--- config.mk ---
export PLATFORM = sky130hd
export DESIGN_NAME = sprite_blitter
export DESIGN_NICKNAME = d
export VERILOG_FILES = /design/src/rtl/sprite_pkg.sv /design/src/rtl/sprite_scan_counter.sv /design/src/rtl/sprite_blitter.sv
export SDC_FILE = /design/constraint.sdc
export NUM_CORES = 1
export LEC_CHECK = 0
export CAP_MARGIN = 20
export CORE_ASPECT_RATIO = 1.25
export CORE_MARGIN = 1.5
export CORE_UTILIZATION = 60
export DETAILED_ROUTE_END_ITERATION = 6
export DONT_BUFFER_PORTS = 1
export GPL_ROUTABILITY_DRIVEN = 0
export PLACE_DENSITY = 0.72
export SYNTH_ARGS = -nofsm -noshare
export SYNTH_HDL_FRONTEND = slang
export SYNTH_SLANG_ARGS = --single-unit
export TNS_END_PERCENT = 50
--- constraint.sdc ---
create_clock -name clock -period 4.4 [get_ports clock]
set_input_delay 0.22 -clock clock [delete_from_list [all_inputs] [get_ports clock]]
set_output_delay 0.22 -clock clock [all_outputs]
set_load 0.02 [all_outputs]
--- src/rtl/sprite_pkg.sv ---
// Shared definitions for the sprite blitter: FSM state encoding, screen limits,
// default sprite geometry and the on-screen test used by the pixel clipper.
package sprite_pkg;

  localparam int SCREEN_W  = 160;
  localparam int SCREEN_H  = 120;
  localparam int DEF_SPR_W = 5;
  localparam int DEF_SPR_H = 5;
  localparam int DEF_PITCH = 5;
  localparam int DEF_COL_W = 3;
  localparam int CNT_W     = 3;

  typedef enum logic [2:0] {
    ST_IDLE  = 3'd0,
    ST_ERASE = 3'd1,
    ST_LOAD  = 3'd2,
    ST_DRAW  = 3'd3,
    ST_DONE  = 3'd4
  } state_e;

  // Sums carry their overflow bit, so anything that wrapped is off-screen too.
  function automatic logic on_screen(input logic [8:0] sum_x, input logic [7:0] sum_y);
    return (sum_x < 9'(SCREEN_W)) && (sum_y < 8'(SCREEN_H));
  endfunction

endpackage

--- src/rtl/sprite_scan_counter.sv ---
// Row-major 2-D pixel counter for the sprite blitter; the column is the inner
// loop, and last_o flags the bottom-right pixel of the sprite.
module sprite_scan_counter
  import sprite_pkg::*;
#(
  parameter int SPR_W = DEF_SPR_W,
  parameter int SPR_H = DEF_SPR_H
) (
  input  logic             clock,
  input  logic             reset,
  input  logic             clr_i,
  input  logic             en_i,
  output logic [CNT_W-1:0] row_o,
  output logic [CNT_W-1:0] col_o,
  output logic             last_o
);

  logic [CNT_W-1:0] row_q, row_d;
  logic [CNT_W-1:0] col_q, col_d;
  logic             col_end_s;
  logic             row_end_s;

  assign col_end_s = (col_q == CNT_W'(SPR_W - 1));
  assign row_end_s = (row_q == CNT_W'(SPR_H - 1));
  assign last_o    = col_end_s && row_end_s;
  assign row_o     = row_q;
  assign col_o     = col_q;

  // Next-count logic: wrap the column, step the row, and fold back to 0 after the last pixel.
  always_comb begin
    row_d = row_q;
    col_d = col_q;
    if (clr_i) begin
      row_d = '0;
      col_d = '0;
    end else if (en_i) begin
      if (col_end_s) begin
        col_d = '0;
        if (row_end_s) begin
          row_d = '0;
        end else begin
          row_d = row_q + CNT_W'(1);
        end
      end else begin
        col_d = col_q + CNT_W'(1);
        row_d = row_q;
      end
    end else begin
      row_d = row_q;
      col_d = col_q;
    end
  end

  // Counter registers.
  always_ff @(posedge clock) begin
    if (reset) begin
      row_q <= '0;
      col_q <= '0;
    end else begin
      row_q <= row_d;
      col_q <= col_d;
    end
  end

endmodule

--- src/rtl/sprite_blitter.sv ---
// Sprite blitter: erases the previous sprite footprint, then draws a new shape
// at cell*PITCH, one pixel per cycle. Erase pass enabled by SPRITE_BLITTER_ERASE_EN.
module sprite_blitter
  import sprite_pkg::*;
#(
  parameter int SPR_W       = DEF_SPR_W,
  parameter int SPR_H       = DEF_SPR_H,
  parameter int PITCH       = DEF_PITCH,
  parameter int COL_W       = DEF_COL_W,
  parameter bit TRANSPARENT = 1'b0
) (
  input  logic                   clock,
  input  logic                   reset,
  input  logic                   start,
  input  logic [7:0]             cell_x,
  input  logic [6:0]             cell_y,
  input  logic [SPR_W*SPR_H-1:0] shape,
  input  logic [COL_W-1:0]       colour,
  input  logic [COL_W-1:0]       bg_colour,
  output logic                   busy,
  output logic                   done,
  output logic                   plot,
  output logic [7:0]             x_out,
  output logic [6:0]             y_out,
  output logic [COL_W-1:0]       col_out
);

  localparam int NPIX = SPR_W * SPR_H;

  state_e            state_q, state_d;
  logic [7:0]        cx_q, cx_d;
  logic [6:0]        cy_q, cy_d;
  logic [NPIX-1:0]   shape_q, shape_d;
  logic [COL_W-1:0]  colour_q, colour_d;
  logic [COL_W-1:0]  bg_q, bg_d;
  logic [7:0]        ox_q, ox_d;
  logic [6:0]        oy_q, oy_d;
`ifdef SPRITE_BLITTER_ERASE_EN
  logic [7:0]        px_q, px_d;
  logic [6:0]        py_q, py_d;
`endif

  logic [CNT_W-1:0]  row_s, col_s;
  logic              last_s;
  logic              scan_erase_s;
  logic              scan_draw_s;
  logic [15:0]       prod_x_s, prod_y_s;
  logic [7:0]        base_x_s;
  logic [6:0]        base_y_s;
  logic [8:0]        sum_x_s;
  logic [7:0]        sum_y_s;
  logic [6:0]        lin_idx_s;
  logic [NPIX-1:0]   shifted_s;
  logic              shape_bit_s;
  logic              visible_s;

`ifdef SPRITE_BLITTER_ERASE_EN
  assign scan_erase_s = (state_q == ST_ERASE);
  assign base_x_s     = scan_erase_s ? px_q : ox_q;
  assign base_y_s     = scan_erase_s ? py_q : oy_q;
`else
  assign scan_erase_s = 1'b0;
  assign base_x_s     = ox_q;
  assign base_y_s     = oy_q;
`endif
  assign scan_draw_s = (state_q == ST_DRAW);

  // Origin arithmetic deliberately truncates to the 8/7-bit coordinate space.
  assign prod_x_s    = {8'd0, cx_q} * 16'(PITCH);
  assign prod_y_s    = {9'd0, cy_q} * 16'(PITCH);
  assign sum_x_s     = {1'b0, base_x_s} + {{(9 - CNT_W){1'b0}}, col_s};
  assign sum_y_s     = {1'b0, base_y_s} + {{(8 - CNT_W){1'b0}}, row_s};
  assign visible_s   = on_screen(sum_x_s, sum_y_s);
  assign lin_idx_s   = ({{(7 - CNT_W){1'b0}}, row_s} * 7'(SPR_W)) + {{(7 - CNT_W){1'b0}}, col_s};
  assign shifted_s   = shape_q << lin_idx_s;
  assign shape_bit_s = shifted_s[NPIX-1];

  sprite_scan_counter #(
    .SPR_W (SPR_W),
    .SPR_H (SPR_H)
  ) u_scan (
    .clock  (clock),
    .reset  (reset),
    .clr_i  (!(scan_erase_s || scan_draw_s)),
    .en_i   (scan_erase_s || scan_draw_s),
    .row_o  (row_s),
    .col_o  (col_s),
    .last_o (last_s)
  );

  // FSM next state plus job latch, origin load and previous-origin update.
  always_comb begin
    state_d  = state_q;
    cx_d     = cx_q;
    cy_d     = cy_q;
    shape_d  = shape_q;
    colour_d = colour_q;
    bg_d     = bg_q;
    ox_d     = ox_q;
    oy_d     = oy_q;
`ifdef SPRITE_BLITTER_ERASE_EN
    px_d     = px_q;
    py_d     = py_q;
`endif
    case (state_q)
      ST_IDLE: begin
        if (start) begin
          cx_d     = cell_x;
          cy_d     = cell_y;
          shape_d  = shape;
          colour_d = colour;
          bg_d     = bg_colour;
`ifdef SPRITE_BLITTER_ERASE_EN
          state_d  = ST_ERASE;
`else
          state_d  = ST_LOAD;
`endif
        end else begin
          state_d = ST_IDLE;
        end
      end
      ST_ERASE: begin
        if (last_s) begin
          state_d = ST_LOAD;
        end else begin
          state_d = ST_ERASE;
        end
      end
      ST_LOAD: begin
        ox_d    = prod_x_s[7:0];
        oy_d    = prod_y_s[6:0];
        state_d = ST_DRAW;
      end
      ST_DRAW: begin
        if (last_s) begin
          state_d = ST_DONE;
        end else begin
          state_d = ST_DRAW;
        end
      end
      ST_DONE: begin
`ifdef SPRITE_BLITTER_ERASE_EN
        px_d    = ox_q;
        py_d    = oy_q;
`endif
        state_d = ST_IDLE;
      end
      default: begin
        state_d = ST_IDLE;
      end
    endcase
  end

  // State and datapath registers.
  always_ff @(posedge clock) begin
    if (reset) begin
      state_q  <= ST_IDLE;
      cx_q     <= 8'd0;
      cy_q     <= 7'd0;
      shape_q  <= '0;
      colour_q <= '0;
      bg_q     <= '0;
      ox_q     <= 8'd0;
      oy_q     <= 7'd0;
`ifdef SPRITE_BLITTER_ERASE_EN
      px_q     <= 8'd0;
      py_q     <= 7'd0;
`endif
    end else begin
      state_q  <= state_d;
      cx_q     <= cx_d;
      cy_q     <= cy_d;
      shape_q  <= shape_d;
      colour_q <= colour_d;
      bg_q     <= bg_d;
      ox_q     <= ox_d;
      oy_q     <= oy_d;
`ifdef SPRITE_BLITTER_ERASE_EN
      px_q     <= px_d;
      py_q     <= py_d;
`endif
    end
  end

  // Pixel outputs; held at zero while reset is asserted so nothing leaks mid-abort.
  always_comb begin
    busy    = 1'b0;
    done    = 1'b0;
    plot    = 1'b0;
    x_out   = 8'd0;
    y_out   = 7'd0;
    col_out = '0;
    if (reset) begin
      busy = 1'b0;
    end else begin
      busy = (state_q != ST_IDLE);
      done = (state_q == ST_DONE);
      if (scan_erase_s) begin
        x_out   = sum_x_s[7:0];
        y_out   = sum_y_s[6:0];
        col_out = bg_q;
        plot    = visible_s;
      end else if (scan_draw_s) begin
        x_out = sum_x_s[7:0];
        y_out = sum_y_s[6:0];
        if (shape_bit_s) begin
          col_out = colour_q;
          plot    = visible_s;
        end else begin
          col_out = bg_q;
          plot    = visible_s && !TRANSPARENT;
        end
      end else begin
        plot = 1'b0;
      end
    end
  end

endmodule
Yosys cells after proc, flatten, opt, wreduce, memory -nomap -nowiden:

Cells that the tools add are included.

* $add $sub $neg: 5
* multiply operators: 3
* div/mod/pow operators: 0
* order comparisons: 2
* equality and inequality tests: 6
* shift operators: 1
* mux-type cells: 16
* bitwise operators: 1
* reduce and logical (&&, ||, !) cells: 7

Operator list (count)
* $shl 25x7->25: 1
* $mux 8: 2
* $mux 3: 5
* $mux 7: 2
* $pmux 3 s4: 1
* $add 8x3->9: 1
* $eq 3x3->1 const B: 3
* $lt 9x8->1 const B: 1
* $add 7x3->8: 1
* $lt 8x7->1 const B: 1
* $mul 8x3->8 const B: 1
* $add 6x3->7: 1
* $mul 7x3->7 const B: 1
* $add 3x1->3 const B: 2
* $eq 3x2->1 const B: 2
* $mul 3x3->6 const B: 1
* $mux 1: 4
* $mux 2: 2
* $eq 3x1->1 const B: 1
* $logic_not 3->1: 1
* $reduce_bool 3->1: 1
* $reduce_or 3->1: 1
* $logic_and 1x1->1: 2
* $reduce_and 2->1: 1
* 2 further kinds: 2

* bits in registers: 70
* latch bits: 0
* bits in writable memories: 0
* memory bits (read-only): 0
* output and inout bits: 21
* logic and storage cells: 51
* memories kept: 0

Longest topological paths before layout:

* depth after elaboration: 6
* mapped depth: 10
* gate-level depth less buffers: 10

By module:

From an unflattened synthesis, not the netlist that was laid out.

* cell total of the unflattened synthesis: 480
* area total of the unflattened synthesis: 3912.5 um^2

By module, submodules not included
* sprite_blitter: times used 1, cells an instance 442, area each 3585.9 um^2
* sprite_scan_counter: times used 1, cells an instance 38, area each 326.6 um^2

Least setup slack after synthesis:

No wires, ideal clock.

* kind: reg-to-output
* start point: reg u_scan.row_q[2], in the netlist u_scan.row_o[2]
* end point: out col_out[0]
* arrival time: 3.000 ns
* data required time: 4.180 ns
* setup slack: 1.180 ns
* cell stages (with the launch flop): 10
* cell sequence: dfxtp_1 ha_1 ha_1 inv_1 fa_1 o32a_1 o311ai_0 a32oi_1 a2111oi_4 mux2i_1

* word-level cells in the longest chain between the ends: 6

RTL lines
* start: declaration: RTL line sprite_scan_counter.sv:18 `logic [CNT_W-1:0] row_q, row_d;`
* start signal: assignment: RTL line sprite_scan_counter.sv:60 `row_q <= row_d;`
* $mul 3x3->6: RTL line sprite_blitter.sv:74 `assign lin_idx_s = ({{(7 - CNT_W){1'b0}}, row_s} * 7'(SPR_W)) + {{(7 - CNT_W){1'b0}}, col_s};`
* $add 6x3->7: RTL line sprite_blitter.sv:74
* $shl 25x7->25: RTL line sprite_blitter.sv:75 `assign shifted_s = shape_q << lin_idx_s;`
* $mux 3: RTL line sprite_blitter.sv:206 `if (shape_bit_s) begin`
* $mux 3: RTL line sprite_blitter.sv:203 `end else if (scan_draw_s) begin`
* $mux 3: RTL line sprite_blitter.sv:193 `if (reset) begin`
* end: declaration: RTL line sprite_blitter.sv:25 `output logic [COL_W-1:0] col_out`

No other way between the ends.

Final worst setup path:

* start point: reg u_scan.row_q[2], in the netlist u_scan.row_o[2]
* end point: out col_out[1]

The elaborated chain is that of the path after synthesis.

==> impl_metrics.tcl <==
set metrics [dict create \
    run_status "completed" \
    ant_nets 0 \
    syn_nets 555 \
    hp-class "in -> reg" \
    powerDensity_nw_per_um2 329.2 \
    grt_max_degree 64 \
    portBuffers 0 \
    setup_viol 0 \
    crit_path_max_incr_delay_ps 650 \
    synth-seq-cells 70 \
    worst-path-buf-inv 1 \
    via_count 3174 \
    worst_setup_path_end_kind "output port" \
    critPathTopFamily "adder cells" \
    wl_per_cell_um 13.86 \
    register_area_um2 1401 \
    path_cells "ha_1, ha_1, inv_1, fa_1, nand2b_1, o32a_1, o311ai_0, a32oi_1, a2111oi_4, mux2i_1" \
    clockRootBuffer "clkbuf_8" \
    row_count 32 \
    fin_util_pct 72.45 \
    die_area_um2 6814 \
    max-slew-margin-rel_pct 35.74 \
    initial_core_util_pct 61.95 \
    drv_cap 0 \
    rsz0062_at_grt "false" \
    clk_latency_ps 350 \
    wirelength_um 8081 \
    antenna_found_initial 0 \
    nNetsFinal 582 \
    yosysSeqAreaShare_pct 36.93 \
    layout_common_cells "nand2_1 (136), dfxtp_1 (70), a21oi_1 (69)" \
    slew_viol_final 0 \
    cp_slowest_cell "fa_1" \
    synth_top_flop_cell "dfxtp_1" \
    crit_type "reg -> out" \
    cts_max_path_buffers 2 \
    first_global_vias 3160 \
    tightest_slew_ps 950.5 \
    cpMostUsedCell "ha_1" \
    clkSinkCount 70 \
    place_hpwl_um 5633 \
    synthesis.area_per_instance_um2 8.144 \
    hold_viol_final 0 \
    cp_max_fo 7 \
    coreArea_um2 6126 \
    power.leakage_nw 1.760 \
    layout_commonest_cell "nand2_1" \
    tns_ps 0 \
    synth_edf_count 0 \
    setup.worst_path.start_class "flip-flop" \
    synthCells 466 \
    reg2reg_slack_ps 2280 \
    grt-ovfl-total 0 \
    viasPerCell 5.444 \
    die-width_um 74.13 \
    pin_count 70 \
    multi_input_area_um2 2247 \
    ctsResizeCount 0 \
    post-cts-setup-buffer-count 0 \
    diodes 0 \
    ys.warnings.count 0 \
    layout-drive-gt1-share_pct 5.622 \
    period_needed_ps 3825 \
    first_pass_iters 5 \
    required_ps 4180 \
    grt_util_all_layers_pct 25.65 \
    peakVddDrop_v 0.0003753 \
    syn_area_um2 3795 \
    synthArstFlopShare_pct 0 \
    drc 0 \
    synthDistinctLibCells 39 \
    area_growth_syn_to_layout_pct 16.95 \
    post-route-period-util_pct 86.94 \
    numCtsBuffers 9 \
    htreeDepth 3 \
    arrival_ps 3610 \
    cts_tree "built" \
    grt_pass1_wl_um 13530 \
    die_h_um 91.92 \
    skew_ps 9.108 \
    drtIter0Drc 125 \
    max_freq_ghz 0.2614 \
    clk_pin_slew_worst_paths_ps 80 \
    fill_cells 493 \
]
-- where the power goes --
part           switching, mW  internal (mW)  total [mW]
combinational         0.0942         0.0797       0.174
clock                  0.265          0.327       0.592
sequential            0.0271          0.668       0.695
-- cell type report --
class | instances | area share (%)
clock buffer | 9 | 2.791
clock inverter | 7 | 2.340
inverter | 12 | 1.015
multi-input combinational | 360 | 50.63
sequential | 70 | 31.58
tap | 85 | 2.396
timing repair buffer | 40 | 9.247
-- Yosys cell counts, types with 2 or more instances --
| cell | count | share of area [%] |
|---|---|---|
| dfxtp_1 | 70 | 37 |
| nand2b_1 | 2 | 0.33 |
| nand4_1 | 3 | 0.49 |
| mux2i_1 | 8 | 2.1 |
| and3_1 | 2 | 0.33 |
| a21o_1 | 7 | 1.4 |
| buf_1 | 3 | 0.30 |
| nor2b_1 | 8 | 1.3 |
| nor3_1 | 8 | 1.1 |
| nand2_1 | 136 | 13 |
| inv_1 | 12 | 1.2 |
| mux4_2 | 4 | 2.4 |
| nand3_1 | 3 | 0.40 |
| nor2_1 | 20 | 2.0 |
| or3_1 | 3 | 0.49 |
| fa_1 | 5 | 2.6 |
| a21oi_1 | 69 | 9.1 |
| and2_1 | 5 | 0.82 |
| xor2_1 | 5 | 1.2 |
| ha_1 | 35 | 12 |
| mux2_2 | 2 | 0.59 |
| o21a_1 | 2 | 0.40 |
| xnor2_1 | 12 | 2.8 |
| o21ai_0 | 7 | 0.92 |
| clkbuf_1 | 19 | 1.9 |
| a211oi_1 | 3 | 0.59 |
-- sequential cells by signal (all words and copies together), names as in the netlist --
register	cells
state_q	3
u_scan.col_o	3
cy_q	7
shape_q	25
u_scan.row_o	3
cx_q	8
base_y_s	7
bg_q	3
colour_q	3
base_x_s	8
-- stage by stage --
step           hold slack [ps]  area [um^2]  total power [mW]  cells  setup WS (ps)
2_1_floorplan            309.7         3795            0.8232    466           1180
3_3_place_gp             295.4         3822            0.8409    530           1048
3_5_place_dp             297.9         3822            0.8458    530          940.4
4_1_cts                  1.739         4438             1.473    583          545.9
5_1_grt                  8.274         4438             1.523    583          334.9
6_report                 18.07         4438             1.461    583          574.8
-- kinds of logic after synthesis --
logic type	count (synthesis)	synth area share [%]
adder cells (fa/ha/maj)	40	14.18
flip-flops	70	36.93
XOR/XNOR	17	3.923
AO/OA/AOI/OAI	97	14.90
AND/OR/NAND/NOR	192	21.13
buffers and inverters	36	3.858
multiplexers	14	5.078
-- what timing repair did --
item                                   in CTS  in global routing
endpoints found under the hold margin      63                  0
setup endpoints to repair                   0                  0
hold buffers                               37                  0
-- worst paths after layout --
kind                            cells after the start             from     endpoint
worst max register to register                      8          cx_q[1]  base_x_s[7]
worst max-delay path                               10  u_scan.row_o[2]   col_out[1]
worst min register to register                      2      shape_q[13]  shape_q[13]
worst min-delay path                                2        cell_y[2]      cy_q[2]
-- per-layer routing --
metal	share of wire, %	GRT usage, %	vias to the layer above	routed length, um
li1	-	-	1630	-
met4	1.7	12.96	0	140
met3	4.5	4.615	13	362
met5	0	0	-	0
met2	50	42.63	77	4002
met1	44	30.93	1454	3574
(Power assumes the default switching activity.)
